--- src/rtl/mem_arb_pkg.sv ---
// Shared types and constants for the two-requester data-memory port arbiter.
// Holds the grant state encoding, requester IDs and the read-return tag layout.
package mem_arb_pkg;

  localparam int DEFAULT_DATA_W = 16;
  localparam int DEFAULT_ADDR_W = 5;

  localparam logic ID_HOST = 1'b0;
  localparam logic ID_ACC  = 1'b1;

  typedef enum logic [1:0] {
    IDLE   = 2'd0,
    GRANT0 = 2'd1,
    GRANT1 = 2'd2
  } arb_state_e;

  typedef struct packed {
    logic valid;
    logic id;
  } rd_tag_t;

  function automatic arb_state_e grant_state(input logic id);
    return id ? GRANT1 : GRANT0;
  endfunction

endpackage

--- src/rtl/rd_return_pipe.sv ---
// Fixed-latency shift pipe of read tags; the tag at the output marks the cycle
// in which the memory's read data belongs to the requester named by its id.
module rd_return_pipe
  import mem_arb_pkg::*;
#(
  parameter int RD_LAT = 1
) (
  input  logic    clk,
  input  logic    rst,
  input  rd_tag_t push,
  output rd_tag_t pop
);

  rd_tag_t [RD_LAT-1:0] stage_q, stage_d;

  always_comb begin
    // NOTE: give every combinational output a value before any branch or loop,
    // otherwise an unassigned path infers a latch.
    stage_d    = stage_q;
    stage_d[0] = push;
    for (int i = 1; i < RD_LAT; i++) begin
      stage_d[i] = stage_q[i-1];
    end
  end

  // NOTE: the tag pipe is cleared on reset so no stale read can surface as a
  // valid pulse afterwards; sequential state is always updated with <=.
  always_ff @(posedge clk or posedge rst) begin
    if (rst) begin
      stage_q <= '0;
    end else begin
      stage_q <= stage_d;
    end
  end

  assign pop = stage_q[RD_LAT-1];

endmodule

--- src/rtl/mem_port_arbiter.sv ---
// Round-robin arbiter sharing one single-port data memory between the host
// loader (requester 0) and the accumulator sequencer (requester 1).
module mem_port_arbiter
  import mem_arb_pkg::*;
#(
  parameter int DATA_W    = DEFAULT_DATA_W,
  parameter int ADDR_W    = DEFAULT_ADDR_W,
  parameter int RD_LAT    = 1,
  parameter int MAX_BURST = 8
) (
  input  logic              Clock,
  input  logic              Reset,
  input  logic              Req0,
  input  logic              Req1,
  input  logic              We0,
  input  logic              We1,
  input  logic              Lock0,
  input  logic              Lock1,
  input  logic [ADDR_W-1:0] Addr0,
  input  logic [ADDR_W-1:0] Addr1,
  input  logic [DATA_W-1:0] WData0,
  input  logic [DATA_W-1:0] WData1,
  output logic              Gnt0,
  output logic              Gnt1,
  output logic              RValid0,
  output logic              RValid1,
  output logic [DATA_W-1:0] RData0,
  output logic [DATA_W-1:0] RData1,
  output logic [ADDR_W-1:0] Address,
  output logic              ReadEnable,
  output logic              WriteEnable,
  output logic [DATA_W-1:0] DataIN,
  input  logic [DATA_W-1:0] DataOut
);

  localparam int              CNT_W    = $clog2(MAX_BURST + 1);
  localparam logic [CNT_W-1:0] CNT_LAST = CNT_W'(MAX_BURST - 1);

  arb_state_e       state_q, state_d;
  logic             ptr_q, ptr_d;
  logic [CNT_W-1:0] cnt_q, cnt_d;

  logic    own_id, own_we, own_lock, oth_req, access, pick;
  rd_tag_t push, pop;

  assign own_id   = (state_q == GRANT1);
  assign access   = (state_q != IDLE) & (own_id ? Req1 : Req0);
  assign own_we   = own_id ? We1 : We0;
  assign own_lock = own_id ? Lock1 : Lock0;
  assign oth_req  = own_id ? Req0 : Req1;

  always_comb begin
    Address     = '0;
    DataIN      = '0;
    WriteEnable = 1'b0;
    ReadEnable  = 1'b0;
    if (access) begin
      Address     = own_id ? Addr1 : Addr0;
      DataIN      = own_id ? WData1 : WData0;
      WriteEnable = own_we;
      ReadEnable  = ~own_we;
    end
  end

  // A tenure continues only on a locked access below the burst cap; on any end
  // the other requester wins if it is waiting, so there is never an idle bubble.
  always_comb begin
    state_d = state_q;
    ptr_d   = ptr_q;
    cnt_d   = cnt_q;
    pick    = ptr_q;
    unique case (state_q)
      IDLE: begin
        pick = (Req0 & Req1) ? ptr_q : Req1;
        if (Req0 | Req1) begin
          state_d = grant_state(pick);
          ptr_d   = ~pick;
          cnt_d   = '0;
        end
      end
      GRANT0, GRANT1: begin
        if (access & own_lock & (cnt_q != CNT_LAST)) begin
          cnt_d = cnt_q + CNT_W'(1);
        end else if (oth_req) begin
          state_d = grant_state(~own_id);
          ptr_d   = own_id;
          cnt_d   = '0;
        end else if (access) begin
          cnt_d = '0;
        end else begin
          state_d = IDLE;
        end
      end
      default: state_d = IDLE;
    endcase
  end

  always_ff @(posedge Clock or posedge Reset) begin
    if (Reset) begin
      state_q <= IDLE;
      ptr_q   <= ID_HOST;
      cnt_q   <= '0;
    end else begin
      state_q <= state_d;
      ptr_q   <= ptr_d;
      cnt_q   <= cnt_d;
    end
  end

  assign Gnt0 = (state_q == GRANT0);
  assign Gnt1 = (state_q == GRANT1);

  assign push = '{valid: access & ~own_we, id: own_id};

  rd_return_pipe #(
    .RD_LAT(RD_LAT)
  ) u_rd_pipe (
    .clk (Clock),
    .rst (Reset),
    .push(push),
    .pop (pop)
  );

  assign RValid0 = pop.valid & (pop.id == ID_HOST);
  assign RValid1 = pop.valid & (pop.id == ID_ACC);
  assign RData0  = DataOut;
  assign RData1  = DataOut;

endmodule

--- config.mk ---
export PLATFORM = sky130hd
export DESIGN_NAME = mem_port_arbiter
export DESIGN_NICKNAME = d
export VERILOG_FILES = /design/src/rtl/mem_arb_pkg.sv /design/src/rtl/rd_return_pipe.sv /design/src/rtl/mem_port_arbiter.sv
export SDC_FILE = /design/constraint.sdc
export NUM_CORES = 1
export LEC_CHECK = 0
export CELL_PAD_IN_SITES_DETAIL_PLACEMENT = 0
export CELL_PAD_IN_SITES_GLOBAL_PLACEMENT = 2
export CORE_MARGIN = 4
export CORE_UTILIZATION = 14
export DETAILED_ROUTE_END_ITERATION = 10
export GPL_ROUTABILITY_DRIVEN = 0
export GPL_TIMING_DRIVEN = 0
export PLACE_DENSITY = 0.76
export SETUP_SLACK_MARGIN = 0.2
export SYNTH_ARGS = -nofsm -noshare
export SYNTH_HDL_FRONTEND = slang
export SYNTH_SLANG_ARGS = --single-unit
--- constraint.sdc ---
create_clock -name Clock -period 1.95 [get_ports Clock]
set_input_delay 0.2925 -clock Clock [delete_from_list [all_inputs] [get_ports Clock]]
set_output_delay 0.2925 -clock Clock [all_outputs]
set_load 0.1 [all_outputs]
After elaboration in Yosys (flattened, before gate mapping)
Index checks and enable logic that the tools add are counted.

Register bits after elaboration: 9. Input port bits: 66. Output and inout bits: 59. Logic and storage cells: 59.

Add/subtract/negate cells: 1. Eq/ne operators: 8. Muxes and demuxes: 27. Bitwise gates (word level): 11. Reduce and logical (&&, ||, !) cells: 7.

Operators with widths (count): 16-bit 2-to-1 mux (2); 4-bit 2-to-1 mux (4); 2-bit 2-to-1 mux (6); 1-bit 2-to-1 mux (10); 5-bit 2-to-1 mux (2); 4-bit case mux with 2 select lines (1); 1-bit bitwise AND (7); 2-bit != test, second input constant (3); 3-bit AND reduction (2); 4-bit by 1-bit adder with 4-bit output, second input constant (1); 4-bit by 3-bit != test with 1-bit output, second input constant (1); 4-bit != test, second input constant (1); 2-bit case mux with 2 select lines (1); 4-bit AND reduction (1); 2-bit nonzero test (2); 3-bit != test, second input constant (1); 1-bit inverter (3); 2-bit by 1-bit == test with 1-bit output, second input constant (1); 2-bit == test, second input constant (1); 2-bit logical NOT (1); 1-bit case mux with 2 select lines (1); 2-bit OR reduction (1); 1-bit bitwise OR (1).

Depth between registers and ports, before layout
Gate-level depths: netlist (run 1).

Word-level depth: 7. Depth in mapped cells: 7. Depth with buffers taken out: 6.

Cells and area by module
A second synthesis (run 1) with hierarchy kept.

Cell total of the unflattened synthesis: 149. Area, all modules: 1266.2 um2.

By module, submodules not included: mem_port_arbiter (times used 1, cells an instance 146, area an instance 1212.4 um2, seq. area each 175.2 um2); rd_return_pipe (times used 1, cells an instance 3, area an instance 53.8 um2, seq. area each 50.0 um2).

Worst setup path before layout (run 1)
OpenSTA, ideal clock, no wires.

Path kind: reg-to-output. Start point: register state_q[0]. End point: output Address[0]. Arrival: 3.185 ns. Required time: 1.657 ns. Path slack: -1.528 ns. Cell stages (with the launch flop): 7. Path buffers: 2. Cell sequence: dfrtp_1 > inv_1 > ha_1 > buf_6 > buf_2 > mux2i_1 > nor2_1.

Longest elaborated chain between the ends: 4. Elaborated cells on any way between the ends: 6. Classes of those cells: eq/ne (1); mux (3); bitwise (1); reduce/logical (1).

RTL lines: start: declaration (RTL line mem_port_arbiter.sv:39) `arb_state_e state_q, state_d;`; start signal: assignment (RTL line mem_port_arbiter.sv:104) `state_q <= state_d;`; 2-bit == test (*); net Gnt1 (RTL line mem_port_arbiter.sv:24) `output logic Gnt1,`; 1-bit 2-to-1 mux (RTL line mem_port_arbiter.sv:47) `assign access = (state_q != IDLE) & (own_id ? Req1 : Req0);`; 1-bit bitwise AND (RTL line mem_port_arbiter.sv:47); 5-bit 2-to-1 mux (*) (RTL line mem_port_arbiter.sv:57) `if (access) begin`; end: declaration (RTL line mem_port_arbiter.sv:29) `output logic [ADDR_W-1:0] Address,`.

Mark *: on every way through the listed nets, which the timed path passes. The rest lies on a longest branch.

Final worst setup path (run 1)
Start point: register state_q[0]. End point: output DataIN[0].

Longest elaborated chain between the ends: 4. Elaborated cells on any way between the ends: 6. Classes of those cells: eq/ne (1); mux (3); bitwise (1); reduce/logical (1).

RTL lines: 2-bit == test (RTL line mem_port_arbiter.sv:46) `assign own_id = (state_q == GRANT1);`; 1-bit 2-to-1 mux (RTL line mem_port_arbiter.sv:47); 1-bit bitwise AND (RTL line mem_port_arbiter.sv:47); 16-bit 2-to-1 mux (*) (RTL line mem_port_arbiter.sv:57); end: declaration (RTL line mem_port_arbiter.sv:32) `output logic [DATA_W-1:0] DataIN,`.

Mark *: on every way between the ends. The rest lies on a longest branch, timed or not.

==> out/qor.yml, run 1 <==
power:
  vdd_drop_max_v: 0.000656
  p_total_w: 0.00456
  p_leak_nw: 1.32
  pwr-share-comb: 0.888
  intPower_w: 0.00197
  p_clk_frac: 0.047
  switchingPower_w: 0.00259
  power_frac_seq: 0.064
  cellPowerDensity_nw_per_um2: 1430
  p_sw_frac: 0.567
setup_path:
  slowest_stage: "dfrtp_1"
  worstPathArrival_ns: 1.84
  slowest_delay_ns: 0.37
  r2r.worst_path.cells: 8
  cp.required_ns: 1.66
  crit_family: "buffers and inverters"
  rr_endpoint: "ptr_q"
  rr_startpoint: "state_q[1]"
  critPathKind: "reg -> out"
  cp_cell_sequence: "inv_2 > ha_4 > mux2i_4 > or2_4 > buf_12 > nor2_4 > buf_12"
  cp-start-kind: "flip-flop"
  path_max_fanout: 10
  cp_num_buf_inv: 3
  endpoint_kind: "output port"
  r2r_slack_ns: -0.04
  cp_common_cell: "buf_12"
synthesis:
  syn_area_per_cell_um2: 8.63
  syn_nets: 218
  ys_warn_count: 0
  seq_area_frac_synth: 0.179
  syn_area_um2: 1260
  synth_mux_area_frac: 0.233
  synthAdderAreaFrac: 0.0596
  ys_types: 37
  synthCells: 146
  yosys.area_share.simple: 0.168
  yosys.area_share.xor_xnor: 0
  synth_top_family_by_area: "buffers and inverters"
  synth-compound-area-share: 0.118
  synth-seq-cells: 9
global_route:
  grt_pass1_wl_um: 6760
  grt_util_all_layers: 0.0800
  overflow: 0
  grt_antenna_before_repair: 0
  grt_pass1_vias: 1430
  grt_max_degree: 11
place:
  dp_slack_ns: -1.20
  port_buffers: 108
  dp_hpwl_um: 3800
clocking:
  insertion_delay_ns: 0.23
  clock-sinks: 9
  cts-buffers-inserted: 3
  h-tree-depth: 1
  clockBufferDepth: 2
  cts_root_buf: "clkbuf_8"
  tritoncts: "yes"
  path_clk_slew_ns: 0.04
sta:
  setup-violations-final: 26
  relSlewSlack: 0.362
  clock_skew_ns: 0.000849
  drv_slew: 0
  hold_viol_final: 0
  rsz0062_at_grt: "true"
  fin_crit_ns: 2.14
  fmax_mhz: 468
  worstMarginPinSlew_ns: 0.960
  post-route-period-util: 1.10
  fin_ws_ns: -0.187
outcome:
  failed_checks: "setup timing"
  status: "finished, violations left"
floorplan:
  die_area_um2: 10600
  dieHeight_um: 103
  core_um2: 8720
  placementRows: 34
  fp.dieW_um: 103
  ios: 125
  initial_core_util: 0.144
routing:
  firstDrtPassIters: 4
  wirelength_um: 4640
  drt-wirelength-per-cell_um: 12.3
  met1_length_um: 1690
  routed.top_layer: "met4"
  route.vias.total: 1425
  wl_met3_um: 426
  route.antenna.remaining_nets: 0
  wl_met2_um: 2490
  dr.first_iter.drc_count: 15
  viasPerCell: 3.79
  drc_errors: 0
run:
  cap_violations: 0
final_layout:
  area_growth_pct: 154
  nets: 341
  final_layout_size_suffix_gt1_frac: 0.537
  nFillCells: 868
  layout_commonest_cell: "clkdlybuf4s50_1"
  layout_common_cells: "48 x clkdlybuf4s50_1, 39 x buf_4, 33 x dlygate4sd2_1"
  diodes: 0
hold_path:
  hp-class: "in -> async"
## cells in the mapped netlist (all sizes together)
cell type	n	area, um2
a211oi	1	12.5
a21bo	1	10.0
a21oi	2	10.0
a221o	1	10.0
a31oi	1	21.3
a32o	2	20.0
and2	2	12.5
and3	1	6.26
and4	1	10.0
buf	37	272
dfrtp	9	225
ha	6	75.1
inv	9	33.8
mux2	2	26.3
mux2i	26	268
nand2	2	7.51
nand2b	1	6.26
nand3	2	10.0
nor2	25	96.4
nor2b	2	12.5
nor3	1	16.3
nor3b	1	18.8
nor4b	1	8.76
o211ai	1	7.51
o21a	1	7.51
o21ai	3	18.8
o22a	1	10.0
o22ai	2	12.5
o32ai	1	8.76
or2	1	6.26
## metal layers
| layer | up-vias | GRT usage |
|---|---|---|
| met5 | - | 0 |
| met4 | 0 | 0.00996 |
| met3 | 2 | 0.0230 |
| met2 | 55 | 0.152 |
| met1 | 658 | 0.0904 |
| li1 | 710 | - |
## how the worst max path moves through the flow
stage | from | end | slack [ns] | cells past startpoint
after CTS | state_q[0] | DataIN[3] | -0.19 | 7
after global placement | Req1 | DataIN[12] | -1.19 | 6
final | state_q[0] | DataIN[0] | -0.19 | 7
after floorplan | state_q[0] | Address[0] | -0.11 | 6
after global routing | state_q[0] | DataIN[0] | -0.29 | 7
after detailed placement | Req1 | DataIN[12] | -1.20 | 6
## layout make-up
type | count | area (um2) | share of cell area
plain buffers | 37 | 340 | 0.106
clock buffers | 3 | 41.3 | 0.0129
clock inverters | 1 | 5.00 | 0.00157
inverters | 9 | 33.8 | 0.0106
multi-input cells | 91 | 1050 | 0.327
flip-flops and latches | 9 | 226 | 0.0709
well taps | 108 | 135 | 0.0423
repair buffers | 118 | 1370 | 0.428
## power groups by stage
stage / clock network, W / logic (W) / registers [W]
2_1_floorplan: 0 / 0.00283 / 0.000282
3_3_place_gp: 0 / 0.00347 / 0.000299
3_5_place_dp: 0 / 0.00346 / 0.000301
4_1_cts: 0.000219 / 0.00406 / 0.000293
5_1_grt: 0.000241 / 0.00422 / 0.000302
6_report: 0.000216 / 0.00405 / 0.000293
## repair_timing
item	in CTS	in global routing
hold endpoints to repair	0	0
hold buffers	0	0
pin swaps	5	3
setup buffers	9	0
endpoints found under the setup margin	66	32
gates cloned	1	0
resized for setup	266	5
## state kept, by name, indices dropped and copies added, names as in the netlist
| signal | count |
|---|---|
| cnt_q | 4 |
| state_q | 2 |
| u_rd_pipe.pop | 2 |
| ptr_q | 1 |
## per-stage QoR
stage / instance area (um2) / instances / TNS, ns / hold WS [ns] / utilization
floorplan: 1590 / 146 / -2.39 / 0.120 / -
detailed placement: 2800 / 362 / -27.02 / 0.547 / 0.321
CTS: 3190 / 376 / -3.93 / 0.340 / 0.366
finish: 3200 / 376 / -3.66 / 0.324 / 0.366
global route: 3200 / 376 / -6.50 / 0.370 / 0.366
global placement: 2800 / 362 / -26.90 / 0.536 / 0.321
## worst reg2reg max path, cell delays in order, from the launching register on
cell	delay, ns
dfrtp_2	0.44
buf_6	0.14
ha_4	0.16
buf_12	0.14
buf_6	0.12
mux2i_4	0.18
a31oi_4	0.26
a211oi_2	0.12
mux2_4	0.31
## logic make-up (layout without fill, tap and decap cells)
logic type | after synthesis | count (layout)
compound gates | 17 | 17
flops | 9 | 9
mux | 28 | 28
fa+ha+maj | 6 | 6
simple gates | 40 | 40
buf+inv | 46 | 168
Note: power is estimated with default switching activity, not from simulation.
==> run 2: changes to the inputs <==
--- a/config.mk
+++ b/config.mk
@@ -14,6 +14,7 @@
 export GPL_TIMING_DRIVEN = 0
 export PLACE_DENSITY = 0.76
 export SETUP_SLACK_MARGIN = 0.2
+export SKIP_CTS_REPAIR_TIMING = 1
 export SYNTH_ARGS = -nofsm -noshare
 export SYNTH_HDL_FRONTEND = slang
 export SYNTH_SLANG_ARGS = --single-unit
==> out/qor.yml, run 2 (synthesized netlist as in run 1, its figures left out) <==
setup_path:
  cp-start-kind: "flip-flop"
  cp_common_cell: "buf_12"
  endpoint_kind: "output port"
  slowest_delay_ns: 0.41  # +0.04 ns
  crit_family: "buffers and inverters"
  rr_startpoint: "state_q[0]"
  cp_num_buf_inv: 3  # unchanged
  cp.required_ns: 1.66  # about the same
  slowest_stage: "dfrtp_1"
  path_max_fanout: 10  # unchanged
  cp_cell_sequence: "inv_2 > ha_4 > mux2i_4 > or2_4 > buf_12 > nor2_4 > buf_12"
  crit_start: "state_q[0]"
  worstPathArrival_ns: 1.89  # +0.05 ns
  critPathKind: "reg -> out"
global_route:
  grt_util_all_layers: 0.0743  # -0.00574
  overflow: 0  # unchanged
  grt_max_degree: 11  # unchanged
  grt_pass1_wl_um: 6310  # -6.7%
  grt_antenna_before_repair: 0  # unchanged
  grt_pass1_vias: 1319  # -7.8%
power:
  switchingPower_w: 0.00257  # -0.57%
  power_frac_seq: 0.067  # +0.003
  p_clk_frac: 0.047  # about the same
  cellPowerDensity_nw_per_um2: 1370  # -3.7%
  p_total_w: 0.00453  # -0.66%
  intPower_w: 0.00196  # -0.78%
  vdd_drop_max_v: 0.000639  # -2.6%
  pwr-share-comb: 0.886  # -0.002
  p_sw_frac: 0.568  # about the same
  p_leak_nw: 1.56  # +18%
clocking:
  cts-buffers-inserted: 3  # unchanged
  insertion_delay_ns: 0.23  # about the same
  clockBufferDepth: 2  # unchanged
  path_clk_slew_ns: 0.05  # about the same
  tritoncts: "yes"
  cts_root_buf: "clkbuf_8"
  h-tree-depth: 1  # unchanged
  clock-sinks: 9  # unchanged
sta:
  hold_viol_final: 0  # unchanged
  rsz0062_at_grt: "true"
  setup-violations-final: 30  # +15%
  fmax_mhz: 458  # -2.2%
  finalSetupTns_ns: -5.25  # -1.59 ns
  clock_skew_ns: 0.00163  # +0.000782 ns
  fin_crit_ns: 2.18  # +0.0480 ns
  relSlewSlack: 0.349  # -0.0130
  post-route-period-util: 1.12  # +0.0246
  fin_ws_ns: -0.235  # -0.0480 ns
  worstMarginPinSlew_ns: 0.974  # +0.0141 ns
  fin_hold_ws_ns: 0.325  # +0.000934 ns
  drv_slew: 0  # unchanged
run:
  cap_violations: 0  # unchanged
outcome:
  failed_checks: "setup timing"
  status: "finished, violations left"
floorplan:
  die_area_um2: 10600  # unchanged
  core_um2: 8720  # unchanged
  fp.dieW_um: 103  # unchanged
  placementRows: 34  # unchanged
  dieHeight_um: 103  # unchanged
  initial_core_util: 0.144  # unchanged
  ios: 125  # unchanged
final_layout:
  layout_common_cells: "48 x clkdlybuf4s50_1, 37 x buf_4, 33 x dlymetal6s2s_1"
  largest_reg_flops: 4  # unchanged
  seq_area_um2: 226  # unchanged
  largest_register: "cnt_q"
  nets: 338  # -0.88%
  diodes: 0  # unchanged
  layout_commonest_cell: "clkdlybuf4s50_1"
  instances_no_fill: 373  # -0.80%
  final_layout_size_suffix_gt1_frac: 0.528  # -0.00901
  area_growth_pct: 162
  multi_input_area_um2: 1060  # +1.8%
  nFillCells: 847  # -2.4%
routing:
  drt-wirelength-per-cell_um: 12.5  # +0.96%
  drc_errors: 0  # unchanged
  viasPerCell: 3.79  # -0.12%
  route.vias.total: 1412  # -0.91%
  dr.first_iter.drc_count: 19  # +4
  route.antenna.remaining_nets: 0  # unchanged
  wirelength_um: 4640  # +0.15%
  firstDrtPassIters: 4  # unchanged
place:
  dp_hpwl_um: 3800  # unchanged
  port_buffers: 108  # unchanged
  placed_cells: 362  # unchanged
hold_path:
  hp-class: "in -> async"
==> run 2: cell types whose count changed in the layout (fill, tap and decap cells not counted), moves of 2 or more <==
cell | before | now
dlymetal6s2s_1 | 0 | 33
buf_4 | 39 | 37
mux2i_2 | 20 | 17
clkbuf_2 | 0 | 3
dlygate4sd2_1 | 33 | 0
clkdlybuf4s15_2 | 2 | 0
mux2i_4 | 3 | 6
==> run 2: final timing paths <==
path | end | slack (ns) | cells past startpoint
hold reg to reg | cnt_q[1] | 0.55 | 2
max in group asynchronous | state_q[1] | 1.36 | 2
hold / removal | cnt_q[0] | 0.32 | 2
setup / recovery | DataIN[0] | -0.23 | 7
setup reg to reg | ptr_q | -0.12 | 9
min in group Clock | cnt_q[1] | 0.55 | 2
==> run 2: per-layer routing <==
metal | GRT usage | part of all wire | up-vias
met1 | 0.0895 | 0.37 | 656
met3 | 0.0230 | 0.086 | 0
li1 | - | - | 703
met5 | 0 | 0 | -
met4 | 0.00598 | 0 | 0
met2 | 0.135 | 0.55 | 53
==> run 2: final cells by class <==
class | count | area share
flip-flops and latches | 9 | 0.0687
repair buffers | 115 | 0.440
clock buffers | 3 | 0.0125
plain buffers | 37 | 0.103
well taps | 108 | 0.0410
clock inverters | 1 | 0.00152
multi-input cells | 91 | 0.323
inverters | 9 | 0.0102
==> run 2: through the flow <==
step | utilization | setup WS (ns) | cell area (um2)
after global routing | 0.378 | -0.322 | 3300
after global placement | 0.321 | -1.19 | 2800
after CTS | 0.327 | -1.24 | 2850
final | 0.378 | -0.235 | 3300
after detailed placement | 0.321 | -1.20 | 2800
after floorplan | - | -0.113 | 1590
==> run 2: worst register-to-register path, cell delays in order, from the launching register on <==
cell,delay (ns)
dfrtp_1,0.41
inv_2,0.09
buf_4,0.14
ha_4,0.17
buf_12,0.14
buf_6,0.12
mux2i_4,0.18
a31oi_4,0.26
a211oi_2,0.12
mux2_4,0.31
==> run 2: power groups by stage <==
stage                     clock, W  sequential, W  combinational, W
after global routing      0.000241       0.000311           0.00418
after detailed placement         0       0.000301           0.00346
final                     0.000215       0.000304           0.00401
after floorplan                  0       0.000282           0.00283
after global placement           0       0.000299           0.00347
after CTS                 0.000219       0.000299           0.00347
==> run 3: changes to the inputs <==
--- a/config.mk
+++ b/config.mk
@@ -5,6 +5,7 @@
 export SDC_FILE = /design/constraint.sdc
 export NUM_CORES = 1
 export LEC_CHECK = 0
+export CAP_MARGIN = 20
 export CELL_PAD_IN_SITES_DETAIL_PLACEMENT = 0
 export CELL_PAD_IN_SITES_GLOBAL_PLACEMENT = 2
 export CORE_MARGIN = 4
@@ -12,7 +13,8 @@
 export DETAILED_ROUTE_END_ITERATION = 10
 export GPL_ROUTABILITY_DRIVEN = 0
 export GPL_TIMING_DRIVEN = 0
-export PLACE_DENSITY = 0.76
+export HOLD_SLACK_MARGIN = 0.12
+export PLACE_DENSITY_LB_ADDON = 0.1
 export SETUP_SLACK_MARGIN = 0.2
 export SKIP_CTS_REPAIR_TIMING = 1
 export SYNTH_ARGS = -nofsm -noshare
==> out/qor.yml, run 3 (synthesized netlist as in run 1, its figures left out) <==
final_layout:
  area_growth_pct: 164
  diodes: 0  # unchanged
  largest_register: "cnt_q"
  nFillCells: 845  # -0.24%
  nets: 341  # +0.89%
  largest_reg_flops: 4  # unchanged
  layout_common_cells: "47 x clkdlybuf4s50_1, 38 x buf_4, 34 x dlymetal6s2s_1"
  final_core_util: 0.381  # +0.00344
  final_layout_size_suffix_gt1_frac: 0.530  # +0.00155
  design_area_um2: 3330  # +0.91%
  layout_commonest_cell: "clkdlybuf4s50_1"
clocking:
  clock-sinks: 9  # unchanged
  cts-buffers-inserted: 3  # unchanged
  tritoncts: "yes"
  insertion_delay_ns: 0.23  # about the same
  cts_root_buf: "clkbuf_8"
  path_clk_slew_ns: 0.04  # about the same
  h-tree-depth: 1  # unchanged
  clockBufferDepth: 2  # unchanged
routing:
  drt-wirelength-per-cell_um: 13.0  # +4.6%
  met1_length_um: 2040  # +20%
  wl_met2_um: 2320  # -8.8%
  drc_errors: 0  # unchanged
  dr.first_iter.drc_count: 25  # +6
  viasPerCell: 3.77  # -0.45%
  route.antenna.remaining_nets: 0  # unchanged
  wl_met3_um: 534  # +33%
  firstDrtPassIters: 3  # -1
  route.vias.total: 1417  # +0.35%
  routed.top_layer: "met3"
  wirelength_um: 4900  # +5.4%
power:
  p_sw_frac: 0.559  # -0.00895
  p_clk_frac: 0.046  # about the same
  p_leak_nw: 1.60  # +2.3%
  vdd_drop_max_v: 0.000545  # -15%
  intPower_w: 0.00203  # +3.6%
  switchingPower_w: 0.00257  # -0.13%
  p_total_w: 0.00460  # +1.5%
  cellPowerDensity_nw_per_um2: 1380  # +0.56%
  power_frac_seq: 0.062  # -0.005
  pwr-share-comb: 0.891  # +0.005
hold_path:
  hp-class: "in -> async"
place:
  port_buffers: 108  # unchanged
  place_area_um2: 2800  # unchanged
  dp_hpwl_um: 3910  # +3.0%
setup_path:
  slowest_stage: "dfrtp_2"
  r2r_slack_ns: -0.09  # +0.03 ns
  worstPathArrival_ns: 1.85  # -0.04 ns
  endpoint_kind: "output port"
  slowest_delay_ns: 0.44  # +0.03 ns
  cp_cell_sequence: "ha_4 > mux2i_4 > or2_4 > clkbuf_16 > nor2_4 > buf_12"
  cp-start-kind: "flip-flop"
  rr_endpoint: "ptr_q"
  path_max_fanout: 6  # -4
  critPathKind: "reg -> out"
  r2r.worst_path.cells: 8  # -1
  cp.required_ns: 1.66  # about the same
  rr_startpoint: "state_q[1]"
global_route:
  grt_max_degree: 11  # unchanged
  grt_pass1_wl_um: 6600  # +4.7%
  grt_antenna_before_repair: 0  # unchanged
  overflow: 0  # unchanged
  grt_util_all_layers: 0.0769  # +0.00260
  grt_pass1_vias: 1319  # unchanged
sta:
  fmax_mhz: 466  # +1.8%
  worstMarginPinSlew_ns: 0.988  # +0.0140 ns
  hold_viol_final: 0  # unchanged
  post-route-period-util: 1.10  # -0.0194
  setup-violations-final: 27  # -10%
  drv_slew: 0  # unchanged
  rsz0062_at_grt: "true"
  clock_skew_ns: 0.000403  # -0.00123 ns
  fin_hold_ws_ns: 0.336  # +0.0117 ns
  fin_ws_ns: -0.197  # +0.0378 ns
  fin_crit_ns: 2.15  # -0.0378 ns
  relSlewSlack: 0.340  # -0.00935
floorplan:
  core_um2: 8720  # unchanged
  dieHeight_um: 103  # unchanged
  fp.dieW_um: 103  # unchanged
  initial_core_util: 0.144  # unchanged
  ios: 125  # unchanged
  die_area_um2: 10600  # unchanged
  placementRows: 34  # unchanged
outcome:
  status: "finished, violations left"
  failed_checks: "setup timing"
run:
  cap_violations: 0  # unchanged
[run 3: critical path: cells and delay by family (launching register included)]
kind / cells / cell delay [ns]
buf+inv: 2 / 0.37
simple gates: 2 / 0.43
flops: 1 / 0.44
fa+ha+maj: 1 / 0.19
mux: 1 / 0.19
[run 3: worst max path at each step]
stage,from,endpoint,slack [ns],depth (start not counted)
floorplan,state_q[0],Address[0],-0.11,6
global placement,Req1,Address[2],-1.23,6
detailed placement,Req1,DataIN[1],-1.22,6
CTS,Req1,DataIN[1],-1.22,6
global route,state_q[1],Address[1],-0.25,6
finish,state_q[1],DataIN[14],-0.20,6
[run 3: final cells by class]
cell class                 count  area [um2]  area share
timing repair buffer         118        1520       0.456
multi-input combinational     91        1030       0.310
buffer                        37         340       0.102
sequential                     9         226      0.0681
tap                          108         135      0.0406
clock buffer                   4        45.0      0.0135
inverter                       9        33.8      0.0102
[run 3: routing by layer]
metal	vias to the layer above	GRT usage
met3	0	0.0189
met2	68	0.127
met4	0	0.00299
li1	714	-
met1	635	0.107
met5	-	0
[run 3: power groups by stage]
stage / combinational [W] / sequential, W / clock [W]
2_1_floorplan: 0.00283 / 0.000282 / 0
3_3_place_gp: 0.00349 / 0.000298 / 0
3_5_place_dp: 0.00347 / 0.000295 / 0
4_1_cts: 0.00348 / 0.000292 / 0.000222
5_1_grt: 0.00426 / 0.000296 / 0.000228
6_report: 0.00410 / 0.000287 / 0.000212
[run 3: through the flow]
step / instances / TNS (ns) / worst slack, ns
after CTS: 366 / -28.57 / -1.22
after detailed placement: 362 / -27.57 / -1.22
after floorplan: 146 / -2.39 / -0.113
after global placement: 362 / -27.77 / -1.23
after global routing: 376 / -6.00 / -0.252
final: 376 / -4.07 / -0.197
==> RTL change 1, RTL diff (settings of run 3) <==
`DEFAULT_ADDR_W`: 5 -> 4.
--- a/src/rtl/mem_arb_pkg.sv
+++ b/src/rtl/mem_arb_pkg.sv
@@ -4,5 +4,5 @@
 
   localparam int DEFAULT_DATA_W = 16;
-  localparam int DEFAULT_ADDR_W = 5;
+  localparam int DEFAULT_ADDR_W = 4;
 
   localparam logic ID_HOST = 1'b0;
Interface: changed (resized Addr0, Addr1 and Address); port bits go from 125 to 122. The function was not compared with the original's and may differ.
==> RTL change 1 against run 3 <==
  * The run still ends with negative setup slack left
  * Utilization grew 0.35 points
  * Sequential cell count is the same
  * Setup slack gained 0.032 ns
  * Area after synthesis shrank 2.0%
  * Power is essentially flat
  * Die area shrank 1.8%
  * Maximum frequency grew 1.5%
  * Routed wire length grew 1.2%
  * Count of clock-buffer cells in the layout is the same
  * Register-to-register slack gained 0.11 ns
  * Cell area is essentially flat
  * Largest cell class unchanged
  * Largest power group unchanged
==> RTL change 1: results (changes against run 3) <==
vias in the first global route 1,403 (was 1,319); multi-input combinational cell count 89 (was 91); peak supply drop 360 µV (was 545 µV); Placed Instances 357 (was 362); Final non-clock buffer share 0.560 (was 0.558); Tapcells 108 (unchanged); Critical Path AT 1.82 ns (was 1.85 ns); drt pass-1 iters 4 (was 3); met2 routed WL 2550 µm (was 2320 µm); failing checks negative setup slack (unchanged); sequential cell area fraction in the yosys report 0.182 (was 0.179); setup TNS -3.04 ns (was -4.07 ns); Synth Area in Compound Gates 0.117 (was 0.118); Biggest register cnt_q (unchanged); ranking of synthesized cells by area buf_4 19%, mux2i_1 19%, dfrtp_1 18%, nor2_1 7.0%, ha_1 6.1% (was mux2i_1 19%, buf_4 19%, dfrtp_1 18%, nor2_1 7.1%, ha_1 6.0%); Psw 0.00256 W (was 0.00257 W); Post-Syn Nets 214 (was 218); internal power 0.00204 W (was 0.00203 W); share of flip-flops with an asynchronous set or reset 1.00 (unchanged); Storage cell area 226 µm² (unchanged); IO Port Bufs 105 (was 108); layout cell share with drive strength beyond 1 0.537 (was 0.530); Gate Count Post-Synth 144 (was 146); worst clock skew 0.00108 ns (was 0.000403 ns); post-route setup slack -0.165 ns (was -0.197 ns); pre-CTS setup slack -1.17 ns (was -1.22 ns); Logic pwr share 0.888 (was 0.891); FFs & Latches 9 (unchanged); Static Leakage 1.59 nW (was 1.60 nW); WL/cell 13.2 µm (was 13.0 µm); commonest cells in the netlist 32 x buf_4, 23 x mux2i_1, 23 x nor2_1 (was 32 x buf_4, 24 x mux2i_1, 24 x nor2_1); Design Area, Final 3320 µm² (was 3330 µm²); Final Setup Violations 22 (was 27); post-synthesis mux area share 0.227 (was 0.233); global-route wire length before repair 6970 µm (was 6600 µm); Metal-1 WL 1970 µm (was 2040 µm); DRT Wirelength 4950 µm (was 4900 µm); top sig layer met3 (unchanged); fillers 857 (was 845); status finished, violations left (unchanged); Total GRT Usage 0.0836 (was 0.0769); worst r2r dst cnt_q[1] (was ptr_q); Cell variety after synth 36 (was 37); final layout net count 339 (was 341); Worst Path Max Fanout 5 (was 6); Via-to-Cell Ratio 3.79 (was 3.77); fraction of area in multi-input gates 0.308 (was 0.310); ClkCell Share 0.0135 (about the same); non-clock buffer total of the final layout 157 (was 155); Area after DPL 2740 µm² (was 2800 µm²); met3 wire length 435 µm (was 534 µm); adder-cell share of the synthesized area 0.0608 (was 0.0596); worst hold slack 0.343 ns (was 0.336 ns); R2R Setup Slk 0.02 ns (was -0.09 ns); Slew headroom 0.348 (was 0.340); DRT iter0 DRCs 11 (was 25); placed wire-length estimate 3850 µm (was 3910 µm)
-- RTL change 1: per-layer routing --
metal,up-vias,global-route usage
li1,705,-
met1,655,0.108
met2,65,0.144
met3,0,0.0239
met4,0,0.00908
met5,-,0
-- RTL change 1: critical path, cell delays in order (launching register included) --
cell	delay (ns)
dfrtp_1	0.36
inv_2	0.08
ha_4	0.18
mux2i_4	0.18
or2_4	0.31
clkbuf_16	0.19
nor2_4	0.10
buf_12	0.18
-- RTL change 1: worst max path at each step --
stage / slack, ns / startpoint / end
detailed placement: -1.17 / Req1 / WriteEnable
floorplan: -0.10 / state_q[0] / Address[0]
CTS: -1.21 / state_q[0] / WriteEnable
finish: -0.16 / state_q[0] / DataIN[3]
global placement: -1.18 / Req1 / DataIN[10]
global route: -0.23 / state_q[0] / DataIN[3]
==> RTL change 2, RTL diff (config.mk and constraints of run 3) <==
Without the edit above. Re-encode `arb_state_e` (3 states) as one-hot, 3 bits wide.
--- a/src/rtl/mem_arb_pkg.sv
+++ b/src/rtl/mem_arb_pkg.sv
@@ -9,8 +9,8 @@
   localparam logic ID_ACC  = 1'b1;
 
-  typedef enum logic [1:0] {
-    IDLE   = 2'd0,
-    GRANT0 = 2'd1,
-    GRANT1 = 2'd2
+  typedef enum logic [2:0] {
+    IDLE   = 3'b001,
+    GRANT0 = 3'b010,
+    GRANT1 = 3'b100
   } arb_state_e;
 
Function: same outputs for any inputs over 10 cycles, from zero or initial values and one cycle with Reset high; not proved beyond that.
==> RTL change 2 against run 3 <==
  * The run still ends with negative setup slack left
  * Largest power group unchanged
  * Setup slack got worse by 0.025 ns
  * Area after synthesis fell by 7.0%
  * Sequential cell count rose by 1
  * Power rose by 2.2%
  * Clock skew rose by 0.00070 ns
  * Cell area rose by 2.9%
  * Critical path type unchanged
  * Critical endpoint is now Address[3]
  * Largest cell class unchanged
  * Maximum frequency fell by 1.1%
  * Routed wire length rose by 4.0%
==> RTL change 2: results (changes against run 3) <==
status finished, violations left (unchanged); final layout net count 362 (was 341); Critical-path top delay cell dfstp_2 (was dfrtp_2); sequential cell area fraction in the yosys report 0.215 (was 0.179); global-route wire length before repair 7400 µm (was 6600 µm); ClkCell Share 0.0161 (was 0.0135); fillers 793 (was 845); Area after DPL 2800 µm² (about the same); Post-Syn Nets 236 (was 218); Total GRT Usage 0.0893 (was 0.0769); Final Setup Violations 23 (was 27); CP top delay family buffers and inverters (was flip-flops); Storage cell area 251 µm² (was 226 µm²); register share of total power 0.064 (was 0.062); commonest cells in the netlist 45 x nand2_1, 33 x buf_4, 24 x a21oi_1 (was 32 x buf_4, 24 x mux2i_1, 24 x nor2_1); Area Growth Syn to Fin 192% (was 164%); syn avg cell area 6.94 µm² (was 8.63 µm²); post-synthesis mux area share 0.0267 (was 0.233); ranking of synthesized cells by area buf_4 21%, dfrtp_1 19%, nand2_1 14%, a21oi_1 10%, dfstp_2 2.2% (was mux2i_1 19%, buf_4 19%, dfrtp_1 18%, nor2_1 7.1%, ha_1 6.0%); sequential power 0.000303 W (was 0.000287 W); peak supply drop 541 µV (was 545 µV); non-clock buffer total of the final layout 164 (was 155); multi-input combinational cell count 112 (was 91); post-route setup slack -0.222 ns (was -0.197 ns); failing checks negative setup slack (unchanged); Placed Instances 382 (was 362); fraction of area in multi-input gates 0.290 (was 0.310); routed vias 1,520 (was 1,417); Non-clk invs 4 (was 9); setup TNS -4.61 ns (was -4.07 ns); Critical Path AT 1.88 ns (was 1.85 ns); Slew headroom 0.346 (was 0.340); Via-to-Cell Ratio 3.81 (was 3.77); worst clock skew 0.00110 ns (was 0.000403 ns); Switching Fraction 0.563 (was 0.559); adder-cell share of the synthesized area 0.0107 (was 0.0596); Worst Path Max Fanout 7 (was 6); xor/xnor cell area share of the yosys netlist 0.00747 (was 0); Gate Count Post-Synth 169 (was 146); Clock Power 0.000251 W (was 0.000212 W)
==> RTL change 2: cell count changes after synthesis, moves of 3 or more <==
cell	delta
nor2_1	-17
nand3b_1	+3
inv_1	-6
mux2i_1	-22
nand2_1	+43
ha_1	-5
a21oi_1	+22
clkbuf_1	+5
==> RTL change 2: path summary, 6_finish.rpt <==
check	from	to	slack, ns	cells past startpoint
worst max-delay path	state_q[0]	Address[3]	-0.22	7
worst min register to register	cnt_q[2]	cnt_q[2]	0.50	1
worst min-delay path	Reset	u_rd_pipe.pop[1]	0.35	2
max in group asynchronous	Reset	state_q[0]	1.29	2
worst max register to register	state_q[0]	cnt_q[0]	0.18	7
min in group Clock	Req1	state_q[0]	0.45	2
==> RTL change 2: routing by layer <==
layer,global-route usage,part of all wire,wire [µm],vias up
met1,0.114,0.40,2040,681
met5,0,0,0,-
met2,0.158,0.51,2620,64
met4,0.00735,0.0041,21,0
li1,-,-,-,773
met3,0.0224,0.079,404,2
